### src/rtl/ps2_pkg.sv
// Shared definitions for the PS/2 scan-code sequencer: prefix bytes,
// sequencer state encoding and the 10-bit key event layout {ext,brk,code}.
package ps2_pkg;

    localparam logic [7:0] PS2_EXT_PREFIX = 8'hE0;
    localparam logic [7:0] PS2_BRK_PREFIX = 8'hF0;

    typedef enum logic [1:0] {
        ST_IDLE    = 2'd0,
        ST_EXT     = 2'd1,
        ST_BRK     = 2'd2,
        ST_EXT_BRK = 2'd3
    } ps2_state_t;

    typedef struct packed {
        logic       ext;
        logic       brk;
        logic [7:0] code;
    } key_event_t;

    localparam int EVENT_W = $bits(key_event_t);

endpackage

### src/rtl/key_event_fifo.sv
// Synchronous show-ahead FIFO for key events; head is visible whenever
// non-empty and reads as zero when empty. A push while full is accepted
// only if a pop happens in the same cycle.
// Ports: CLK, RST (sync, active-high), i_push/i_data, i_pop,
//        o_data (head), o_full, o_empty.
module key_event_fifo #(
    parameter int W     = 10,
    parameter int DEPTH = 8
) (
    input  logic         CLK,
    input  logic         RST,
    input  logic         i_push,
    input  logic [W-1:0] i_data,
    input  logic         i_pop,
    output logic [W-1:0] o_data,
    output logic         o_full,
    output logic         o_empty
);

    localparam int PW = $clog2(DEPTH);
    localparam int CW = PW + 1;

    logic [W-1:0]  r_mem [DEPTH];
    logic [PW-1:0] r_wr_ptr;
    logic [PW-1:0] r_rd_ptr;
    logic [CW-1:0] r_count;

    logic w_do_push;
    logic w_do_pop;

    assign o_empty   = (r_count == '0);
    assign o_full    = (r_count == CW'(DEPTH));
    assign w_do_pop  = i_pop && !o_empty;
    assign w_do_push = i_push && (!o_full || w_do_pop);
    assign o_data    = o_empty ? '0 : r_mem[r_rd_ptr];

    always_ff @(posedge CLK) begin
        if (w_do_push) begin
            r_mem[r_wr_ptr] <= i_data;
        end
    end

    always_ff @(posedge CLK) begin
        if (RST) begin
            r_wr_ptr <= '0;
            r_rd_ptr <= '0;
            r_count  <= '0;
        end else begin
            if (w_do_push) begin
                r_wr_ptr <= r_wr_ptr + 1'b1;
            end
            if (w_do_pop) begin
                r_rd_ptr <= r_rd_ptr + 1'b1;
            end
            case ({w_do_push, w_do_pop})
                2'b10:   r_count <= r_count + 1'b1;
                2'b01:   r_count <= r_count - 1'b1;
                default: r_count <= r_count;
            endcase
        end
    end

endmodule

### src/rtl/ps2_scan_sequencer.sv
// Sequences PS/2 scan bytes through the E0/F0 prefix protocol into key
// events, buffered in a FIFO with valid/ready to the consumer.
// Ports: CLK, RST (sync, active-high); rx_valid/rx_code/rx_err from the
// receiver; ev_valid/ev_ready/ev_code/ev_ext/ev_break to the consumer;
// err_count (saturating), overflow (sticky).
// Build option: define KEY_REPEAT_FILTER_EN to drop typematic repeats.
module ps2_scan_sequencer
    import ps2_pkg::*;
#(
    parameter int FIFO_DEPTH     = 8,
    parameter int TIMEOUT_CYCLES = 50000
) (
    input  logic       CLK,
    input  logic       RST,
    input  logic       rx_valid,
    input  logic [7:0] rx_code,
    input  logic       rx_err,
    output logic       ev_valid,
    input  logic       ev_ready,
    output logic [7:0] ev_code,
    output logic       ev_ext,
    output logic       ev_break,
    output logic [7:0] err_count,
    output logic       overflow
);

    localparam int TMO_W = (TIMEOUT_CYCLES > 2) ? $clog2(TIMEOUT_CYCLES) : 1;
    localparam logic [TMO_W-1:0] TMO_LAST = TMO_W'(TIMEOUT_CYCLES - 1);

    ps2_state_t       r_state;
    ps2_state_t       w_state_n;
    logic [TMO_W-1:0] r_tmo;
    logic [TMO_W-1:0] w_tmo_n;
    logic [7:0]       r_err_cnt;
    logic             r_overflow;

    logic             w_cand;
    key_event_t       w_cand_ev;
    logic             w_push;
    logic             w_err;
    logic             w_pop;
    logic             w_full;
    logic             w_empty;
    logic [EVENT_W-1:0] w_head_raw;
    key_event_t       w_head;
    logic             w_is_ext;
    logic             w_is_brk;

    assign w_is_ext = (rx_code == PS2_EXT_PREFIX);
    assign w_is_brk = (rx_code == PS2_BRK_PREFIX);

    always_ff @(posedge CLK) begin
        if (RST) begin
            r_state <= ST_IDLE;
            r_tmo   <= '0;
        end else begin
            r_state <= w_state_n;
            r_tmo   <= w_tmo_n;
        end
    end

    always_comb begin
        w_state_n = r_state;
        w_tmo_n   = '0;
        w_cand    = 1'b0;
        w_cand_ev = '0;
        w_err     = 1'b0;
        if (rx_valid) begin
            if (rx_err) begin
                w_err     = 1'b1;
                w_state_n = ST_IDLE;
            end else begin
                w_cand_ev.code = rx_code;
                unique case (r_state)
                    ST_IDLE: begin
                        if (w_is_ext) begin
                            w_state_n = ST_EXT;
                        end else if (w_is_brk) begin
                            w_state_n = ST_BRK;
                        end else begin
                            w_cand = 1'b1;
                        end
                    end
                    ST_EXT: begin
                        w_state_n = ST_IDLE;
                        if (w_is_brk) begin
                            w_state_n = ST_EXT_BRK;
                        end else if (w_is_ext) begin
                            w_err = 1'b1;
                        end else begin
                            w_cand        = 1'b1;
                            w_cand_ev.ext = 1'b1;
                        end
                    end
                    ST_BRK: begin
                        w_state_n = ST_IDLE;
                        if (w_is_ext || w_is_brk) begin
                            w_err = 1'b1;
                        end else begin
                            w_cand        = 1'b1;
                            w_cand_ev.brk = 1'b1;
                        end
                    end
                    ST_EXT_BRK: begin
                        w_state_n = ST_IDLE;
                        if (w_is_ext || w_is_brk) begin
                            w_err = 1'b1;
                        end else begin
                            w_cand        = 1'b1;
                            w_cand_ev.ext = 1'b1;
                            w_cand_ev.brk = 1'b1;
                        end
                    end
                    default: w_state_n = ST_IDLE;
                endcase
            end
        end else if (r_state != ST_IDLE) begin
            // A prefix with no follow-up byte is abandoned silently.
            if (r_tmo == TMO_LAST) begin
                w_state_n = ST_IDLE;
            end else begin
                w_tmo_n = r_tmo + 1'b1;
            end
        end
    end

`ifdef KEY_REPEAT_FILTER_EN
    logic       r_held_v;
    logic       r_held_ext;
    logic [7:0] r_held_code;
    logic       w_held_hit;
    logic       w_repeat;

    assign w_held_hit = r_held_v && (r_held_ext == w_cand_ev.ext)
                        && (r_held_code == w_cand_ev.code);
    assign w_repeat   = w_cand && !w_cand_ev.brk && w_held_hit;
    assign w_push     = w_cand && !w_repeat;

    always_ff @(posedge CLK) begin
        if (RST) begin
            r_held_v    <= 1'b0;
            r_held_ext  <= 1'b0;
            r_held_code <= '0;
        end else if (w_cand) begin
            if (!w_cand_ev.brk && !w_held_hit) begin
                r_held_v    <= 1'b1;
                r_held_ext  <= w_cand_ev.ext;
                r_held_code <= w_cand_ev.code;
            end else if (w_cand_ev.brk && w_held_hit) begin
                r_held_v <= 1'b0;
            end
        end
    end
`else
    assign w_push = w_cand;
`endif

    always_ff @(posedge CLK) begin
        if (RST) begin
            r_err_cnt  <= '0;
            r_overflow <= 1'b0;
        end else begin
            if (w_err && (r_err_cnt != 8'hFF)) begin
                r_err_cnt <= r_err_cnt + 8'd1;
            end
            if (w_push && w_full && !w_pop) begin
                r_overflow <= 1'b1;
            end
        end
    end

    assign w_pop = !w_empty && ev_ready;

    key_event_fifo #(
        .W     (EVENT_W),
        .DEPTH (FIFO_DEPTH)
    ) u_fifo (
        .CLK     (CLK),
        .RST     (RST),
        .i_push  (w_push),
        .i_data  (w_cand_ev),
        .i_pop   (w_pop),
        .o_data  (w_head_raw),
        .o_full  (w_full),
        .o_empty (w_empty)
    );

    assign w_head    = key_event_t'(w_head_raw);
    assign ev_valid  = !w_empty;
    assign ev_code   = w_head.code;
    assign ev_ext    = w_head.ext;
    assign ev_break  = w_head.brk;
    assign err_count = r_err_cnt;
    assign overflow  = r_overflow;

endmodule

### config.mk
export PLATFORM = sky130hd
export DESIGN_NAME = ps2_scan_sequencer
export DESIGN_NICKNAME = d
export VERILOG_FILES = /design/src/rtl/ps2_pkg.sv /design/src/rtl/key_event_fifo.sv /design/src/rtl/ps2_scan_sequencer.sv
export SDC_FILE = /design/constraint.sdc
export NUM_CORES = 1
export LEC_CHECK = 0
export ABC_AREA = 1
export CAP_MARGIN = 20
export CORE_UTILIZATION = 55
export CTS_BUF_LIST = sky130_fd_sc_hd__clkbuf_8
export DETAILED_ROUTE_END_ITERATION = 16
export GPL_ROUTABILITY_DRIVEN = 0
export PLACE_DENSITY = 0.77
export SYNTH_ARGS = -nofsm -noshare
export SYNTH_HDL_FRONTEND = slang
export SYNTH_SLANG_ARGS = --single-unit
### constraint.sdc
create_clock -name CLK -period 2.1 [get_ports CLK]
set_input_delay 0.42 -clock CLK [delete_from_list [all_inputs] [get_ports CLK]]
set_output_delay 0.42 -clock CLK [all_outputs]
set_load 0.01 [all_outputs]
==> impl_metrics.tcl <==
set metrics [dict create \
    setup_violations 7 \
    syn_nets 564 \
    htree_num_levels 4 \
    final_common_cell "nor2_1" \
    worst-r2r-setup-slack_ns 0.04 \
    synthDistinctLibCells 34 \
    hpwl_mm 8.26 \
    cts.clk_slew.worst_paths_ns 0.07 \
    critPathCapture "ev_code[6]" \
    cts.sinks 120 \
    worstHoldPathType "flip-flop to flip-flop" \
    cp-end-kind "primary output" \
    rsz0062_at_grt "yes" \
    cp.required_ns 1.68 \
    syn_inst 544 \
    finalNonFillerCells 805 \
    wire_per_inst_microns 16.5 \
    synth_warnings 0 \
    vias_per_cell 5.44 \
    port_buffers 32 \
    clockBufferDepth 2 \
    finalHoldViolCount 0 \
    worst_pin_slew_ns 0.638 \
    worst_skew_pair.late_latency_ns 0.43 \
    power.leakage_nw 2.81 \
    cts_buffers 17 \
    drt_iter0_markers 314 \
    drcViolationCount 0 \
    grt_usage_pct 26.6 \
    stdcell_area_sq_mm 0.00701 \
    hold_buffers 0 \
    preCtsSetupSlack_ns -0.644 \
    antenna_left 0 \
    max_slew_margin_pct 57.3 \
    finalCritPeriodShare_pct 105 \
    start_kind "flip-flop" \
    timing.final.ws_setup_ns -0.112 \
    drive_gt1_share_pct 31.2 \
    yosysSeqAreaShare_pct 60.7 \
    worstPathArrival_ns 1.79 \
    syn-cell-area_sq_mm 0.00528 \
    grt_pass1_wl_mm 20.1 \
    rows 35 \
    dpl_cell_area_sq_mm 0.00619 \
    postSynthAreaPerCell_sq_um 9.70 \
    drtPass1Iterations 5 \
    die_area_sq_mm 0.00999 \
    period_needed_ns 2.21 \
    antenna_found_initial 0 \
    core_sq_mm 0.00928 \
    grt_pass1_vias 4244 \
    clock.fmax_mhz 452 \
    via_count 4380 \
    ys.flop_type "edfxtp_1" \
    fin_nets 683 \
    cts_tree "yes" \
    grt-ovfl-total 0 \
    worstReg2RegEnd "u_fifo.r_count[2]" \
    initial_core_util_pct 56.8 \
    root_buffer "clkbuf_8" \
    p_per_area_mw_per_mm2 1030 \
    place_inst 749 \
    worstSetupPathType "flip-flop to primary output" \
    violations "setup timing" \
    n_antenna_cell 0 \
    r2r_start "u_fifo.r_count[1]" \
    final_cell_mix "104 x nor2_1, 80 x edfxtp_1, 72 x buf_4" \
    clock_skew_ns 0.0121 \
    vdd_drop_max_uv 784 \
    wirelength_mm 13.2 \
    die_y_microns 100 \
    ios 33 \
    r2r_cells 14 \
    report.final.slew_viol_count 0 \
    maxCapViolations 0 \
    die_w_microns 100 \
    synth-async-reset-ratio_pct 0 \
    synth_edf_count 80 \
    grt_max_degree 17 \
    area_delta_synth_final_pct 32.7 \
    status "finished with violations" \
    synth-seq-cells 120 \
    worst-path-max-fanout 5 \
]
==> flip-flops by register name (all words and copies together) (netlist names), named ones only <==
signal	flops
u_fifo.r_mem	80
r_tmo	16
err_count	8
u_fifo.r_count	4
u_fifo.r_rd_ptr	3
u_fifo.r_wr_ptr	3
r_state	2
overflow	1
==> final cells by class <==
cell class              instances  area, sq um
flip-flops and latches        120         3210
fillers                       606         2280
multi-input cells             364         2070
repair buffers                118         1030
inverters                      42          173
clock inverters                15          128
well taps                     129          161
clock buffers                  17          234
==> per-layer routing <==
layer	vias to the layer above	track usage, %	wire, microns
met3	40	6.89	840
met5	-	0	0
met4	0	11.4	342
li1	2093	-	-
met2	185	45.5	6750
met1	2062	31.9	5320
==> critical path, stage by stage, from the launching register on <==
cell and delay, ns:
dfxtp_4 0.45, buf_12 0.13, buf_4 0.12, o21ai_2 0.06, o22ai_1 0.15, o21ai_1 0.10, a31oi_2 0.20, buf_2 0.17
==> logic make-up after synthesis <==
family          Yosys count  synth area share (%)
compound gates          100                  10.1
xor+xnor                 17                  2.82
fa+ha+maj                 7                  1.66
buf+inv                  60                  4.50
flops                   120                  60.7
simple gates            240                  20.2
==> power breakdown <==
part | leakage [nW] | switching (mW) | total, mW | internal [mW]
combinational | 1.56 | 1.38 | 2.60 | 1.22
sequential | 1.07 | 0.109 | 2.73 | 2.62
clock | 0.176 | 0.967 | 1.90 | 0.933
total | 2.81 | 2.46 | 7.23 | 4.77
==> cell usage after synthesis (4+ instances only) <==
master / number / share of area (%)
nand2_2: 7 / 0.83
nor2_4: 4 / 0.85
o22ai_1: 10 / 1.2
edfxtp_1: 80 / 46
a31oi_1: 10 / 1.2
o21ai_0: 59 / 5.6
ha_1: 7 / 1.7
nand3_1: 24 / 2.3
inv_1: 37 / 2.6
nand2_1: 67 / 4.8
xor2_1: 15 / 2.5
dfxtp_1: 40 / 15
nor3_1: 5 / 0.47
a21oi_1: 17 / 1.6
clkbuf_1: 14 / 1.0
nor2_1: 117 / 8.3
==> worst min path at each step <==
stage | from | end | slack [ns] | cells past startpoint
global route | overflow | overflow | 0.51 | 1
finish | overflow | overflow | 0.47 | 1
detailed placement | overflow | overflow | 0.46 | 1
CTS | overflow | overflow | 0.48 | 1
floorplan | r_tmo[0] | r_tmo[0] | 0.42 | 1
global placement | r_tmo[0] | r_tmo[0] | 0.43 | 1
==> per-stage QoR <==
step                setup TNS [ns]  utilization [%]  power, mW  hold slack, ns
floorplan                        0                -       3.81           0.418
global placement             -9.05             66.6       4.76           0.430
detailed placement          -14.55             66.6       4.85           0.457
CTS                         -0.393             72.5       6.90           0.476
global route                 -1.26             75.5       7.57           0.509
finish                      -0.394             75.5       7.23           0.472
==> repair_timing <==
action,4_1_cts,5_1_grt
resized for setup,103,73
pin swaps,21,32
endpoints found under the setup margin,14,14
buffers inserted,9,17
cloned,1,0
Power figures use the tool's default switching activity.
